$ cat src/rtl/bkm_control_seq_pkg.sv
// bkm_pkg: shared types and constants for the BKM control sequencer.
//   state_t              : sequencer FSM states (IDLE, RUN, DONE)
//   D_ZERO/D_POS/D_NEG   : 2-bit CSD digit codes (10 is never produced)
//   E_POS_TH/E_NEG_TH    : digit-selection thresholds on the 4-digit estimate
//   digit_val/digit_sel/digit_mul : CSD digit helpers used by the step logic
package bkm_pkg;

  typedef enum logic [1:0] {
    IDLE = 2'd0,
    RUN  = 2'd1,
    DONE = 2'd2
  } state_t;

  localparam logic [1:0] D_ZERO = 2'b00;
  localparam logic [1:0] D_POS  = 2'b01;
  localparam logic [1:0] D_NEG  = 2'b11;

  localparam logic signed [3:0] E_POS_TH = 4'sd2;
  localparam logic signed [3:0] E_NEG_TH = -4'sd2;

  // Signed value of one CSD digit; the unused code 10 reads as zero.
  function automatic logic signed [3:0] digit_val(input logic [1:0] d);
    case (d)
      D_POS:   return 4'sd1;
      D_NEG:   return -4'sd1;
      default: return 4'sd0;
    endcase
  endfunction

  // Digit choice from the signed estimate of the leading digits.
  function automatic logic [1:0] digit_sel(input logic signed [3:0] e);
    if (e >= E_POS_TH) return D_POS;
    if (e <= E_NEG_TH) return D_NEG;
    return D_ZERO;
  endfunction

  // Product of two CSD digits, result always a legal code.
  function automatic logic [1:0] digit_mul(input logic [1:0] d, input logic [1:0] c);
    logic signed [3:0] p;
    p = digit_val(d) * digit_val(c);
    if (p > 4'sd0) return D_POS;
    if (p < 4'sd0) return D_NEG;
    return D_ZERO;
  endfunction

endpackage

$ cat src/rtl/bkm_control_seq_if.sv
// bkm_control_seq_if: run request / result bus of the BKM sequencer plus the
// external LUT lookup path.
//   master : drives start, mode, format, u_0, v_0 and the LUT data lut_u/lut_v
//   slave  : the sequencer; drives n_lut, busy, done, u_res, v_res, iter_cnt
interface bkm_control_seq_if #(
  parameter int W     = 8,
  parameter int LOG2N = 3
);
  import bkm_pkg::*;

  logic                 start;
  logic                 mode;
  logic [1:0]           format;
  logic [2*W-1:0]       u_0;
  logic [2*W-1:0]       v_0;
  logic [2*W-1:0]       lut_u;
  logic [2*W-1:0]       lut_v;
  logic [LOG2N-1:0]     n_lut;
  logic                 busy;
  logic                 done;
  logic [2*W-1:0]       u_res;
  logic [2*W-1:0]       v_res;
  logic [LOG2N:0]       iter_cnt;

  modport master (
    output start, mode, format, u_0, v_0, lut_u, lut_v,
    input  n_lut, busy, done, u_res, v_res, iter_cnt
  );

  modport slave (
    input  start, mode, format, u_0, v_0, lut_u, lut_v,
    output n_lut, busy, done, u_res, v_res, iter_cnt
  );
endinterface

$ cat src/rtl/bkm_control_seq_step.sv
// bkm_control_step: one combinational BKM iteration on W-digit CSD operands.
//   mode          : 0 = each operand absorbs its own LUT term, 1 = cross-coupled
//   format        : selects which LUT digit position feeds the update
//   u, v          : current CSD operands (2*W bits)
//   lut_u, lut_v  : LUT constants for the current iteration index
//   u_next,v_next : operands shifted up one digit with the new term as LSD
module bkm_control_step
  import bkm_pkg::*;
#(
  parameter int W     = 8,
  parameter int LOG2W = 3
) (
  input  logic           mode,
  input  logic [1:0]     format,
  input  logic [2*W-1:0] u,
  input  logic [2*W-1:0] v,
  input  logic [2*W-1:0] lut_u,
  input  logic [2*W-1:0] lut_v,
  output logic [2*W-1:0] u_next,
  output logic [2*W-1:0] v_next
);

  logic [LOG2W-1:0]  k;
  logic signed [3:0] e_u, e_v;
  logic [1:0]        d_u, d_v, c_u, c_v;

  assign k = LOG2W'(format);

  always_comb begin
    e_u = 4'sd0;
    e_v = 4'sd0;
    // Estimate from the four most significant digit positions only.
    for (int i = W - 4; i < W; i++) begin
      e_u = e_u + digit_val(u[2*i +: 2]);
      e_v = e_v + digit_val(v[2*i +: 2]);
    end
    d_u = digit_sel(e_u);
    d_v = digit_sel(e_v);
    c_u = digit_mul(d_u, lut_u[2*int'(k) +: 2]);
    c_v = digit_mul(d_v, lut_v[2*int'(k) +: 2]);
    u_next = {u[2*W-3:0], mode ? c_v : c_u};
    v_next = {v[2*W-3:0], mode ? c_u : c_v};
  end

endmodule

$ cat src/rtl/bkm_control_seq.sv
// bkm_control_seq: runs N iterations of bkm_control_step on captured CSD
// operands, fetching per-iteration constants from an external LUT.
//   clk    : clock, rising edge
//   arst   : asynchronous active-high reset
//   srst   : synchronous active-high reset, honoured only when enable=1
//   enable : clock enable; all state holds while low
//   bus    : bkm_control_seq_if.slave (start/operands in, LUT index out,
//            busy/done/results out)
// Optional feature: define BKM_CONTROL_SEQ_EARLY_TERM_EN to finish a run as
// soon as both updated operands are all-zero CSD.
module bkm_control_seq
  import bkm_pkg::*;
#(
  parameter int W     = 8,
  parameter int N     = 8,
  parameter int LOG2W = 3,
  parameter int LOG2N = 3
) (
  input  logic             clk,
  input  logic             arst,
  input  logic             srst,
  input  logic             enable,
  bkm_control_seq_if.slave bus
);

  state_t           state, state_nxt;
  logic [LOG2N-1:0] n;
  logic             mode_r;
  logic [1:0]       fmt_r;
  logic [2*W-1:0]   u_r, v_r, u_step, v_step;
  logic [2*W-1:0]   u_res_r, v_res_r;
  logic [LOG2N:0]   iter_r;
  logic             last;

  bkm_control_step #(.W(W), .LOG2W(LOG2W)) u_step_i (
    .mode   (mode_r),
    .format (fmt_r),
    .u      (u_r),
    .v      (v_r),
    .lut_u  (bus.lut_u),
    .lut_v  (bus.lut_v),
    .u_next (u_step),
    .v_next (v_step)
  );

  always_comb begin
    last = (n == LOG2N'(N - 1));
`ifdef BKM_CONTROL_SEQ_EARLY_TERM_EN
    if ((u_step == '0) && (v_step == '0)) last = 1'b1;
`endif
    state_nxt = state;
    case (state)
      IDLE:    if (bus.start) state_nxt = RUN;
      RUN:     if (last) state_nxt = DONE;
      DONE:    state_nxt = IDLE;
      default: state_nxt = IDLE;
    endcase
  end

  always_ff @(posedge clk or posedge arst) begin
    if (arst)        state <= IDLE;
    else if (enable) state <= srst ? IDLE : state_nxt;
  end

  always_ff @(posedge clk or posedge arst) begin
    if (arst) begin
      n <= '0; mode_r <= 1'b0; fmt_r <= '0; u_r <= '0; v_r <= '0;
      u_res_r <= '0; v_res_r <= '0; iter_r <= '0;
    end else if (enable) begin
      if (srst) begin
        n <= '0; mode_r <= 1'b0; fmt_r <= '0; u_r <= '0; v_r <= '0;
        u_res_r <= '0; v_res_r <= '0; iter_r <= '0;
      end else begin
        case (state)
          IDLE: if (bus.start) begin
            mode_r <= bus.mode;
            fmt_r  <= bus.format;
            u_r    <= bus.u_0;
            v_r    <= bus.v_0;
            n      <= '0;
          end
          RUN: begin
            u_r <= u_step;
            v_r <= v_step;
            // Results are published only on the edge that enters DONE.
            if (last) begin
              n       <= '0;
              u_res_r <= u_step;
              v_res_r <= v_step;
              iter_r  <= (LOG2N+1)'(n) + (LOG2N+1)'(1);
            end else begin
              n <= n + LOG2N'(1);
            end
          end
          default: ;
        endcase
      end
    end
  end

  assign bus.busy     = (state != IDLE);
  assign bus.done     = (state == DONE);
  assign bus.n_lut    = (state == RUN) ? n : '0;
  assign bus.u_res    = u_res_r;
  assign bus.v_res    = v_res_r;
  assign bus.iter_cnt = iter_r;

endmodule

$ cat src/flat_wrapper.sv
// flat-port wrapper written by rule: the top's interface ports become plain ports
module bkm_control_seq_flat import bkm_pkg::*;
#(
  parameter int W     = 8,
  parameter int N     = 8,
  parameter int LOG2W = 3,
  parameter int LOG2N = 3
)
  (clk, arst, srst, enable, bus_start, bus_mode, bus_format, bus_u_0, bus_v_0, bus_lut_u, bus_lut_v, bus_n_lut, bus_busy, bus_done, bus_u_res, bus_v_res, bus_iter_cnt);
  bkm_control_seq_if #(.W(W), .LOG2N(LOG2N)) bus_i ();
  input  logic clk;
  input  logic arst;
  input  logic srst;
  input  logic enable;
  input wire logic [$bits(bus_i.start)-1:0] bus_start;
  input wire logic [$bits(bus_i.mode)-1:0] bus_mode;
  input wire logic [$bits(bus_i.format)-1:0] bus_format;
  input wire logic [$bits(bus_i.u_0)-1:0] bus_u_0;
  input wire logic [$bits(bus_i.v_0)-1:0] bus_v_0;
  input wire logic [$bits(bus_i.lut_u)-1:0] bus_lut_u;
  input wire logic [$bits(bus_i.lut_v)-1:0] bus_lut_v;
  output wire logic [$bits(bus_i.n_lut)-1:0] bus_n_lut;
  output wire logic [$bits(bus_i.busy)-1:0] bus_busy;
  output wire logic [$bits(bus_i.done)-1:0] bus_done;
  output wire logic [$bits(bus_i.u_res)-1:0] bus_u_res;
  output wire logic [$bits(bus_i.v_res)-1:0] bus_v_res;
  output wire logic [$bits(bus_i.iter_cnt)-1:0] bus_iter_cnt;
  assign bus_i.start = bus_start;
  assign bus_i.mode = bus_mode;
  assign bus_i.format = bus_format;
  assign bus_i.u_0 = bus_u_0;
  assign bus_i.v_0 = bus_v_0;
  assign bus_i.lut_u = bus_lut_u;
  assign bus_i.lut_v = bus_lut_v;
  assign bus_n_lut = bus_i.n_lut;
  assign bus_busy = bus_i.busy;
  assign bus_done = bus_i.done;
  assign bus_u_res = bus_i.u_res;
  assign bus_v_res = bus_i.v_res;
  assign bus_iter_cnt = bus_i.iter_cnt;
  bkm_control_seq #(.W(W), .N(N), .LOG2W(LOG2W), .LOG2N(LOG2N)) u_core (.clk(clk), .arst(arst), .srst(srst), .enable(enable), .bus(bus_i));
endmodule
$ cat config.mk
export PLATFORM = sky130hd
export DESIGN_NAME = bkm_control_seq_flat
export DESIGN_NICKNAME = d
export VERILOG_FILES = /design/src/rtl/bkm_control_seq_pkg.sv /design/src/rtl/bkm_control_seq_if.sv /design/src/rtl/bkm_control_seq_step.sv /design/src/rtl/bkm_control_seq.sv /design/src/flat_wrapper.sv
export SDC_FILE = /design/constraint.sdc
export NUM_CORES = 1
export LEC_CHECK = 0
export CORE_MARGIN = 1
export CORE_UTILIZATION = 52
export CTS_CLUSTER_SIZE = 14
export DETAILED_ROUTE_END_ITERATION = 12
export GPL_ROUTABILITY_DRIVEN = 0
export MAX_ROUTING_LAYER = met4
export PLACE_DENSITY = 0.85
export SYNTH_ARGS = -nofsm -noshare
export SYNTH_HDL_FRONTEND = slang
export SYNTH_HIERARCHICAL = 1
export SYNTH_SLANG_ARGS = --single-unit
$ cat constraint.sdc
create_clock -name clk -period 5.29 [get_ports clk]
set_input_delay 1.058 -clock clk [delete_from_list [all_inputs] [get_ports clk]]
set_output_delay 1.058 -clock clk [all_outputs]
set_load 0.01 [all_outputs]
* Word-level counts from Yosys, hierarchy flattened
Cells that the tools add are included.
** Word-level totals
- Register bits :: 76
- Latch bits :: 0
- Bits in writable memories :: 0
- ROM bits :: 0
- Input bits :: 72
- Output and inout port bits :: 41
- Word-level logic and storage cells :: 141
- Memories :: 0
** Operators by class
- Add/sub/neg operators :: 8
- Multipliers :: 2
- Divide/modulo/power cells :: 0
- $lt $le $gt $ge :: 8
- Eq/ne operators :: 29
- Shifts and indexed selects :: 2
- Mux-type cells :: 72
- Bitwise logic cells :: 0
- Reductions and logical operators :: 11
** Operator list (count)
- $mux W16 :: 10
- $pmux W4 S2 :: 12
- $pmux W16 S2 :: 2
- $mux W2 :: 24
- $shiftx A16 B4 Y2 :: 2
- $eq A2 B1 Y1 const B :: 13
- $eq A2 B2 Y1 const B :: 13
- $add A4 B4 Y4 :: 6
- $mux W1 :: 15
- $mux W3 :: 4
- $mux W4 :: 3
- $reduce_and A3 Y1 :: 4
- $reduce_bool A2 Y1 :: 5
- $ge A4 B3 Y1 const B :: 2
- $gt A4 B1 Y1 const B :: 2
- $le A4 B2 Y1 const B :: 2
- $lt A4 B1 Y1 const B :: 2
- $mul A4 B4 Y4 :: 2
- $pmux W3 S2 :: 1
- $add A3 B1 Y4 const B :: 1
- $pmux W2 S2 :: 1
- $add A3 B1 Y3 const B :: 1
- $eq A3 B3 Y1 const B :: 1
- $ne A3 B2 Y1 const B :: 1
- other kinds (3) :: 3

* Longest topological paths before layout
Gate-level depths: netlist of run 1.
- Word-level depth :: 22
- Gate-level depth with buffers :: 19
- Gate-level depth less buffers :: 19

* Hierarchy
Netlist of run 1, hierarchy kept.
** Modules (own cells, without submodules)
- bkm_control_seq :: times used 1, cells each 310, area each 3910.0 um^2, seq. area each 1901.8 um^2
- bkm_control_step :: times used 1, cells each 139, area each 1174.9 um^2, seq. area each 0.0 um^2

* Least setup slack after synthesis of run 1
No wires, ideal clock.
- Path type :: register -> register
- From :: reg u_core.u_r[8]
- To :: reg u_core.u_r[1]
- Library setup time :: 0.064 ns
- Arrival time :: 4.390 ns
- Data required time :: 5.226 ns
- Setup slack :: 0.837 ns
- Stages on the path, launching flop included :: 18
- Path buffers :: 0
- Period minus slack after synthesis :: 4.453 ns
- Cells stage by stage :: dfrtp_1 nand2_1 fa_1 inv_1 fa_1 ha_1 inv_1 fa_1 xnor3_1 and3_1 ha_1 ha_1 xor2_1 a211oi_1 nor4_2 or4bb_1 o21ai_0 mux2_4
** Between the ends
- Word-level cells in the longest chain between the ends :: 21
- Elaborated cells on any way between the ends :: 29
- Classes of those cells :: add/sub: 3; mul: 1; order compare: 4; eq/ne: 4; mux: 17
** Ends and longest elaborated chain
- from (decl) :: line bkm_control_seq.sv:30 : logic [2*W-1:0] u_r, v_r, u_step, v_step;
- from (signal assigned) :: line bkm_control_seq.sv:78 : u_r <= bus.u_0;
- from (signal assigned) :: line bkm_control_seq.sv:83 : u_r <= u_step;
- $eq A2 B2 Y1 or $eq A2 B1 Y1 (tied branches) :: line bkm_control_seq_pkg.sv:23 : case (d)
- $pmux W4 S2 (*) :: line bkm_control_seq_pkg.sv:23
- $add A4 B4 Y4 (*) (3 in series) :: line bkm_control_seq_step.sv:34 : e_u = e_u + digit_val(u[2*i +: 2]);
- $le A4 B2 Y1 :: line bkm_control_seq_pkg.sv:33 : if (e <= E_NEG_TH) return D_NEG;
- $mux W1 (2 in series) :: line bkm_control_seq_pkg.sv:33
- $mux W2 :: line bkm_control_seq_pkg.sv:34 : return D_ZERO;
- $mux W2 (*) :: line bkm_control_seq_pkg.sv:33
- $eq A2 B2 Y1 or $eq A2 B1 Y1 (tied branches) :: line bkm_control_seq_pkg.sv:23
- (+2 left out)
- $lt A4 B1 Y1 :: line bkm_control_seq_pkg.sv:42 : if (p < 4'sd0) return D_NEG;
- $mux W1 (2 in series) :: line bkm_control_seq_pkg.sv:42
- $mux W2 :: line bkm_control_seq_pkg.sv:43 : return D_ZERO;
- $mux W2 (*) :: line bkm_control_seq_pkg.sv:42
- $mux W2 (*) :: line bkm_control_seq_step.sv:41 : u_next = {u[2*W-3:0], mode ? c_v : c_u};
- named net u_core.u_step[1] :: line bkm_control_seq.sv:30
- $pmux W16 S2 (*) :: line bkm_control_seq.sv:74 : case (state)
- $mux W16 (*) :: line bkm_control_seq.sv:70 : if (srst) begin
Mark *: on every way through the listed nets, which the timed path passes. The rest lies on a longest branch. The select of a mux whose other input is x is not followed.
A chain may end at the register's enable or synchronous reset.

* Worst setup path after layout of run 1
- From :: reg u_core.u_r[9]
- To :: reg u_core.v_r[1]
** Between the ends
- Word-level cells in the longest chain between the ends :: 21
- Elaborated cells on any way between the ends :: 29
- Classes of those cells :: add/sub: 3; mul: 1; order compare: 4; eq/ne: 4; mux: 17
** Ends and longest elaborated chain
- $eq A2 B2 Y1 or $eq A2 B1 Y1 (tied branches) :: line bkm_control_seq_pkg.sv:23
- $pmux W4 S2 (*) :: line bkm_control_seq_pkg.sv:23
- $add A4 B4 Y4 (*) (3 in series) :: line bkm_control_seq_step.sv:34
- $le A4 B2 Y1 :: line bkm_control_seq_pkg.sv:33
- $mux W1 (2 in series) :: line bkm_control_seq_pkg.sv:33
- $mux W2 :: line bkm_control_seq_pkg.sv:34
- $mux W2 (*) :: line bkm_control_seq_pkg.sv:33
- $eq A2 B2 Y1 or $eq A2 B1 Y1 (tied branches) :: line bkm_control_seq_pkg.sv:23
- (+2 left out)
- $lt A4 B1 Y1 :: line bkm_control_seq_pkg.sv:42
- $mux W1 (2 in series) :: line bkm_control_seq_pkg.sv:42
- $mux W2 :: line bkm_control_seq_pkg.sv:43
- $mux W2 (*) :: line bkm_control_seq_pkg.sv:42
- $mux W2 (*) :: line bkm_control_seq_step.sv:42 : v_next = {v[2*W-3:0], mode ? c_u : c_v};
- named net u_core.v_step[1] :: line bkm_control_seq.sv:30
- $pmux W16 S2 (*) :: line bkm_control_seq.sv:74
- $mux W16 (*) :: line bkm_control_seq.sv:70
- to (signal assigned) :: line bkm_control_seq.sv:79 : v_r <= bus.v_0;
- to (signal assigned) :: line bkm_control_seq.sv:84 : v_r <= v_step;
- to (decl) :: line bkm_control_seq.sv:30
Marked as above.

==> summary.txt, run 1 <==
Clocking
  – Clk pin slew, worst setup/hold paths: approximately 90 ps
  – Setup bufs post-CTS: 0
  – CTS Hold Bufs: 0
  – Worst skew pair latency: approximately 350 ps
  – CTS tree: yes
  – Clk buf depth: 2
  – Clock sinks: 76
  – Root buffer cell: clkbuf_8
  – Deepest level of the CTS H-tree: 3
  – Post-CTS sizing: 0
  – CTS Buf Count: 9

Global route
  – First-pass GRT wire length: approximately 19000 um
  – Aggregate global-route resource usage: ~25%
  – Largest net degree at the start of global routing: between 70 and 80
  – Antenna violations before repair: 0
  – Grt total ovfl: 0
  – Vias in the first global route: 3828

Layout
  – Layout cells sized above 1: 14.6%
  – Nets: between 500 and 600
  – Post-route cell area: ~6000 um^2
  – Area grow syn2layout: 18.1%
  – # diodes: 0
  – Finished Core Util: between 60% and 70%

Die
  – Die W: just over 100 um
  – Die area: between 10000 and 15000 um^2
  – Die Ht: between 100 and 150 um
  – Core area: about 9400 um^2
  – Num ports: 113
  – Site row count: 35
  – Initial core utilization: roughly 54%

Drt
  – Pre-Repair DR Iteration Count: 4
  – Final WL: between 10000 and 15000 um
  – DR vias: roughly 3600
  – DRC violations left: 0
  – Antenna Nets Post-Route: 0
  – DR WL/cell: 18.0 um
  – DRT iter0 DRCs: 186
  – Via/cell ratio: between 5 and 6

Placed design
  – Cell Area, Placed: ~6000 um^2
  – Hpwl dp: between 7000 and 8000 um
  – Port buffer count: 96

Setup path
  – Crit-path max FO: 7
  – Worst Path Required: 5580 ps
  – CP Capture Type: flip-flop
  – Data arrival time of the critical path: 5240 ps
  – CP Class: flip-flop to flip-flop
  – Startpoint Class: flip-flop

Timing
  – Setup TNS: 0 ps
  – Max Clk Rate: roughly 0.2 GHz
  – RSZ-0062 raised after global routing: false
  – Final worst path period need: between 4000 and 5000 ps
  – Hold Vio Cnt, Final: 0
  – Tcrit/Tclk final: between 90 and 100%
  – Endpoints failing setup: 0
  – Slew Limit Headroom: a little over a quarter
  – Clk_skew: ~15 ps
  – Least-Margin Pin Slew: ~1100 ps
  – Slew Viols, Final: 0
  – WHS: 510 ps

Power
  – Part of the power in the clock network: around a quarter
  – Leak: 2.70 nW
  – VDD IR max: around 150 uV
  – P_sw: 0.000566 W
  – PD cells: between 200 and 300 nW/um^2
  – Total Power: approximately 0.0017 W
  – Internal power: about 0.0011 W
  – Comb power frac: approximately a third
  – Reg power frac: around two fifths
  – Net Sw Frac: 33.8%

Logic synthesis
  – Number of synthesized register bits: 76
  – Yosys warning count: 6
  – Post-synth EDFFs: 0
  – Cells after synthesis: 449
  – Largest family of logic cells by synthesized area: simple AND/OR/NAND/NOR gates
  – Post-Syn Area: roughly 5100 um^2
  – Adder-cell share of the synthesized area: between 6 and 7%
  – Post-synth top flop: dfrtp_1
  – Synth Area per Inst: 11.3 um^2
  – Post-synthesis simple-gate area fraction: between 10% and 20%
  – Yosys cell types: 51
  – Multiplexer share of the synthesized area: a little over an eighth
  – XOR/XNOR share of the synthesized area: around 1.3%
  – Seq/Total Area, Yosys: 37.4%
  – Async S/R FF share, synth: 100%
  – Net count after synthesis: about 540
  – Post-synthesis compound-gate area fraction: around 12%

Hold path
  – Min-Delay Path Class: flip-flop to flip-flop

Outcome
  – Status: complete, no violations

Run
  – Max Cap Violations: 0
[kinds of logic after synthesis]
kind of cell | Yosys count
AND/OR/NAND/NOR | 121
buffers and inverters | 91
AO/OA/AOI/OAI | 86
flip-flops | 76
multiplexers | 48
adder cells (fa/ha/maj) | 22
XOR/XNOR | 5
[critical path, stage by stage, from the launching register on]
cell      delay, ps
dfrtp_1         420
nand2_1         110
fa_1            540
inv_1            80
fa_1            550
ha_1            140
inv_1            40
fa_1            360
xnor3_1         380
mux2i_1         270
nor2_1           80
ha_1            190
ha_1            200
xor2_1          360
a211oi_1        120
nor4_2          360
or4bb_1         410
o21ai_0         100
mux2_4          170
[through the flow]
| stage | cells | worst slack (ps) |
|---|---|---|
| 2_1_floorplan | 449 | 837 |
| 3_3_place_gp | 619 | 467 |
| 3_5_place_dp | 619 | 367 |
| 4_1_cts | 635 | 321 |
| 5_1_grt | 635 | 8.82 |
| 6_report | 635 | 343 |
[Yosys cell counts, types with 2 or more instances]
master | n | area, um^2
dfrtp_1 | 76 | 1900
nand2b_1 | 34 | 213
a22o_1 | 33 | 289
o21ai_0 | 33 | 165
mux2_4 | 32 | 480
inv_1 | 29 | 109
or4bb_1 | 29 | 327
buf_4 | 28 | 210
clkbuf_1 | 17 | 63.8
nand2_1 | 14 | 52.6
buf_2 | 12 | 60.1
ha_1 | 12 | 150
fa_1 | 10 | 200
mux2i_1 | 9 | 90.1
nor2_1 | 6 | 22.5
nor3_1 | 6 | 30.0
and2_1 | 5 | 31.3
mux2_2 | 5 | 56.3
nor2b_1 | 5 | 31.3
a211oi_1 | 4 | 30.0
and3b_1 | 3 | 26.3
buf_12 | 3 | 60.1
nand4bb_1 | 3 | 33.8
nor4_2 | 3 | 37.5
o22ai_1 | 3 | 18.8
xor2_1 | 3 | 26.3
and3_1 | 2 | 12.5
and4_4 | 2 | 22.5
buf_6 | 2 | 22.5
mux4_1 | 2 | 52.6
o211ai_1 | 2 | 15.0
o2bb2ai_1 | 2 | 17.5
o31a_1 | 2 | 17.5
[registers in the layout (all words and copies together) (netlist names)]
name,count
u_core/u_r,16
u_core/fmt_r,2
u_core/mode_r,1
u_core/state,2
u_core/n,3
u_core/bus.v_res,16
u_core/bus.u_res,16
u_core/bus.iter_cnt,4
u_core/v_r,16
[placed cells by master, fill, tap and decap left out, types with 6 or more instances in the layout]
cell type        netlist  layout
inv_1                 29      28
ha_1                  12      12
dfrtp_1               76      76
clkbuf_8               0       9
nor2_1                 6       6
nand2b_1              34      34
clkdlybuf4s50_1        0      95
or4bb_1               29      29
mux2i_1                9       9
nor3_1                 6       6
nand2_1               14      14
a22o_1                33      33
o21ai_0               33      33
fa_1                  10      10
buf_4                 28       7
mux2_4                32      32
[per-layer routing]
metal  track usage (%)  vias to the layer above  routed length [um]
li1                  -                     1680                   -
met1              31.6                     1834                5030
met2              42.4                       87                5810
met3              4.09                       15                 414
met4              7.02                        0                 167
met5                 -                        -                   0
[worst paths after layout]
path,startpoint,endpoint,slack [ps],cells after the start
hold reg to reg,u_core/bus.u_res[9]$_DFFE_PP0P_,u_core/bus.u_res[9]$_DFFE_PP0P_,510,1
hold / removal,u_core/bus.u_res[9]$_DFFE_PP0P_,u_core/bus.u_res[9]$_DFFE_PP0P_,510,1
setup / recovery,u_core/u_r[9]$_DFFE_PP0P_,u_core/v_r[1]$_DFFE_PP0P_,340,18
setup reg to reg,u_core/u_r[9]$_DFFE_PP0P_,u_core/v_r[1]$_DFFE_PP0P_,340,18
max in group asynchronous,arst,u_core/state[1]$_DFFE_PP0P_,3250,3
min in group asynchronous,arst,u_core/bus.u_res[12]$_DFFE_PP0P_,1070,2
[final cells by class]
cell class,count,area (um^2)
Tap cell,129,161
Timing Repair Buffer,103,1010
Clock buffer,11,131
Inverter,29,110
Fill cell,747,3360
Clock inverter,5,36.3
Sequential cell,76,1900
Multi-Input combinational cell,282,2660
[power by group through the flow]
stage               logic, W  registers (W)  clock network [W]
global route        0.000637       0.000712           0.000431
CTS                 0.000578       0.000701           0.000402
global placement    0.000554       0.000708                  0
detailed placement  0.000575       0.000712                  0
floorplan           0.000517       0.000682                  0
finish              0.000578       0.000702           0.000395
Power figures use the tool's default switching activity.
==> run 2, diff against run 1 <==
CAP_MARGIN = 10   (was unset)
HOLD_SLACK_MARGIN = 0.15   (was unset)
==> results of run 2 <==
No change in the layout: final DEF, timing and power equal those of run 1.
==> run 3, diff against run 2 <==
CORE_ASPECT_RATIO = 2   (was unset)
CORE_UTILIZATION = 45   (was 52)
PLACE_DENSITY = 0.75   (was 0.85)
==> summary.txt, run 3 (synthesis results as in run 1) <==
Die
  – Die W: 77.2 um (-24%)
  – Die Ht: 152 um (+51%)
  – Die area: 11800 um^2 (+15%)
  – Initial core utilization: 46.5% (-7.8 points)
  – Core area: 10900 um^2 (+17%)
  – Site row count: 54 (+54%)
  – Num ports: 113 (unchanged)

Layout
  – Layout cells sized above 1: 15.2% (+0.62 points)
  – Finished Core Util: 56.3% (-7.8 points)
  – Nets: 595 (unchanged)
  – Commonest non-fill, non-tap cell in the layout: clkdlybuf4s50_1
  – # diodes: 0 (unchanged)
  – Commonest non-fill, non-tap cells in the layout: clkdlybuf4s50_1 (95), dfrtp_1 (76), nand2b_1 (34)
  – Non-Filler Instances: 645 (+1.6%)
  – Area grow syn2layout: 21.1%

Drt
  – Antenna Nets Post-Route: 0 (unchanged)
  – DRT iter0 DRCs: 121 (-35%)
  – Via/cell ratio: 5.63 (-1.2%)
  – DR vias: 3630 (+0.39%)
  – DR WL/cell: 18.7 um (+3.7%)
  – Pre-Repair DR Iteration Count: 4 (unchanged)
  – DRC violations left: 0 (unchanged)
  – Final WL: 12000 um (+5.3%)

Run
  – Max Cap Violations: 0 (unchanged)

Placed design
  – Dpl ws: 230 ps (-137 ps)
  – Port buffer count: 96 (unchanged)
  – Hpwl dp: 8400 um (+8.4%)
  – Dpl cells: 630 (+1.8%)

Clocking
  – CTS tree: yes
  – Worst skew pair latency: 340 ps (about the same)
  – Deepest level of the CTS H-tree: 3 (unchanged)
  – Clk buf depth: 2 (unchanged)
  – Clock sinks: 76 (unchanged)
  – CTS Hold Bufs: 0 (unchanged)
  – Clk pin slew, worst setup/hold paths: 60 ps (-30 ps)
  – CTS Buf Count: 9 (unchanged)
  – Root buffer cell: clkbuf_16

Timing
  – Final WS setup: 320 ps (-22.9 ps)
  – Slew Viols, Final: 0 (unchanged)
  – Final worst path period need: 4970 ps (+22.9 ps)
  – RSZ-0062 raised after global routing: false
  – Setup TNS: 0 ps (unchanged)
  – Tcrit/Tclk final: 93.9% (+0.43 points)
  – Max Clk Rate: 0.201 GHz (-0.46%)
  – Slew Limit Headroom: 26.8% (-0.14 points)
  – Hold Vio Cnt, Final: 0 (unchanged)
  – Least-Margin Pin Slew: 1100 ps (+2.12 ps)
  – Endpoints failing setup: 0 (unchanged)
  – Clk_skew: 11.8 ps (-2.89 ps)

Setup path
  – CP Capture Type: flip-flop
  – Startpoint Class: flip-flop
  – Worst Path Required: 5510 ps (-70 ps)
  – CP Class: flip-flop to flip-flop
  – Data arrival time of the critical path: 5190 ps (-50 ps)
  – Crit-path max FO: 5 (-2)

Global route
  – First-pass GRT wire length: 19600 um (+2.2%)
  – Aggregate global-route resource usage: 22.0% (-3.2 points)
  – Largest net degree at the start of global routing: 76 (unchanged)
  – Antenna violations before repair: 0 (unchanged)
  – Vias in the first global route: 3834 (+0.16%)
  – Grt total ovfl: 0 (unchanged)

Power
  – VDD IR max: 156 uV (+3.2%)
  – Leak: 2.76 nW (+2.2%)
  – PD cells: 309 nW/um^2 (+11%)

Outcome
  – Status: complete, no violations

Hold path
  – Min-Delay Path Class: flip-flop to flip-flop
run 3: cell types whose count changed in the layout (fill, tap and decap cells not counted):
cell,previous run,this run
bufinv_16,0,1
clkbuf_1,2,0
clkbuf_16,0,9
clkbuf_8,9,0
clkinv_2,2,3
clkinvlp_4,3,2
xor2_1,3,1
xor2_2,0,2
run 3: layer usage:
metal	GRT usage [%]	vias up	wire [um]	share of wire, %
li1	-	1675	-	-
met5	-	-	0	0
met2	38.3	96	6620	55
met1	23.8	1828	4630	38
met3	3.89	31	407	3.4
met4	10.2	0	375	3.1
run 3: stage by stage:
| step | power [W] | area, um^2 | hold slack [ps] |
|---|---|---|---|
| 3_3_place_gp | 0.00128 | 5850 | 477 |
| 4_1_cts | 0.00192 | 6140 | 501 |
| 3_5_place_dp | 0.00131 | 5850 | 477 |
| 5_1_grt | 0.00201 | 6160 | 522 |
| 6_report | 0.00190 | 6160 | 502 |
| 2_1_floorplan | 0.00120 | 5080 | 473 |
run 3: area by class of cell:
class | count | area [um^2]
repair buffers | 103 | 1010
multi-input cells | 282 | 2670
clock buffers | 9 | 225
clock inverters | 6 | 63.8
well taps | 140 | 175
inverters | 29 | 110
fillers | 963 | 4790
flip-flops and latches | 76 | 1900
run 3: path summary, 6_finish.rpt:
kind                       slack, ps  cells past startpoint                                 end                                from
setup / recovery                 320                     18           u_core/u_r[0]$_DFFE_PP0P_           u_core/v_r[8]$_DFFE_PP0P_
hold / removal                   500                      1  u_core/bus.iter_cnt[2]$_DFFE_PP0P_  u_core/bus.iter_cnt[2]$_DFFE_PP0P_
hold reg to reg                  500                      1  u_core/bus.iter_cnt[2]$_DFFE_PP0P_  u_core/bus.iter_cnt[2]$_DFFE_PP0P_
setup reg to reg                 320                     18           u_core/u_r[0]$_DFFE_PP0P_           u_core/v_r[8]$_DFFE_PP0P_
max in group asynchronous       3220                      3     u_core/bus.u_res[9]$_DFFE_PP0P_                                arst
min in group asynchronous       1110                      2    u_core/bus.v_res[11]$_DFFE_PP0P_                                arst
run 3: power breakdown:
part	switching [W]	leakage, nW	internal (W)	total [W]
logic	0.000294	1.60	0.000301	0.000595
clock network	0.000241	0.138	0.000362	0.000603
registers	0.0000656	1.03	0.000638	0.000704
total	0.000601	2.76	0.00130	0.00190
run 3: timing repair:
item	in CTS	in global routing
endpoints found under the setup margin	0	2
gates resized for setup	0	2
setup buffers	0	0
run 3: critical path, stage by stage (launching register included):
cell,delay (ps)
dfrtp_1,400
nand2_1,110
fa_1,540
inv_1,80
fa_1,550
ha_1,150
inv_1,50
fa_1,490
nor2b_1,360
mux2i_1,170
nor2b_1,170
ha_1,190
ha_1,200
xor2_2,180
a2111oi_2,410
mux2i_1,250
or4bb_1,210
o21ai_0,70
mux2_4,270
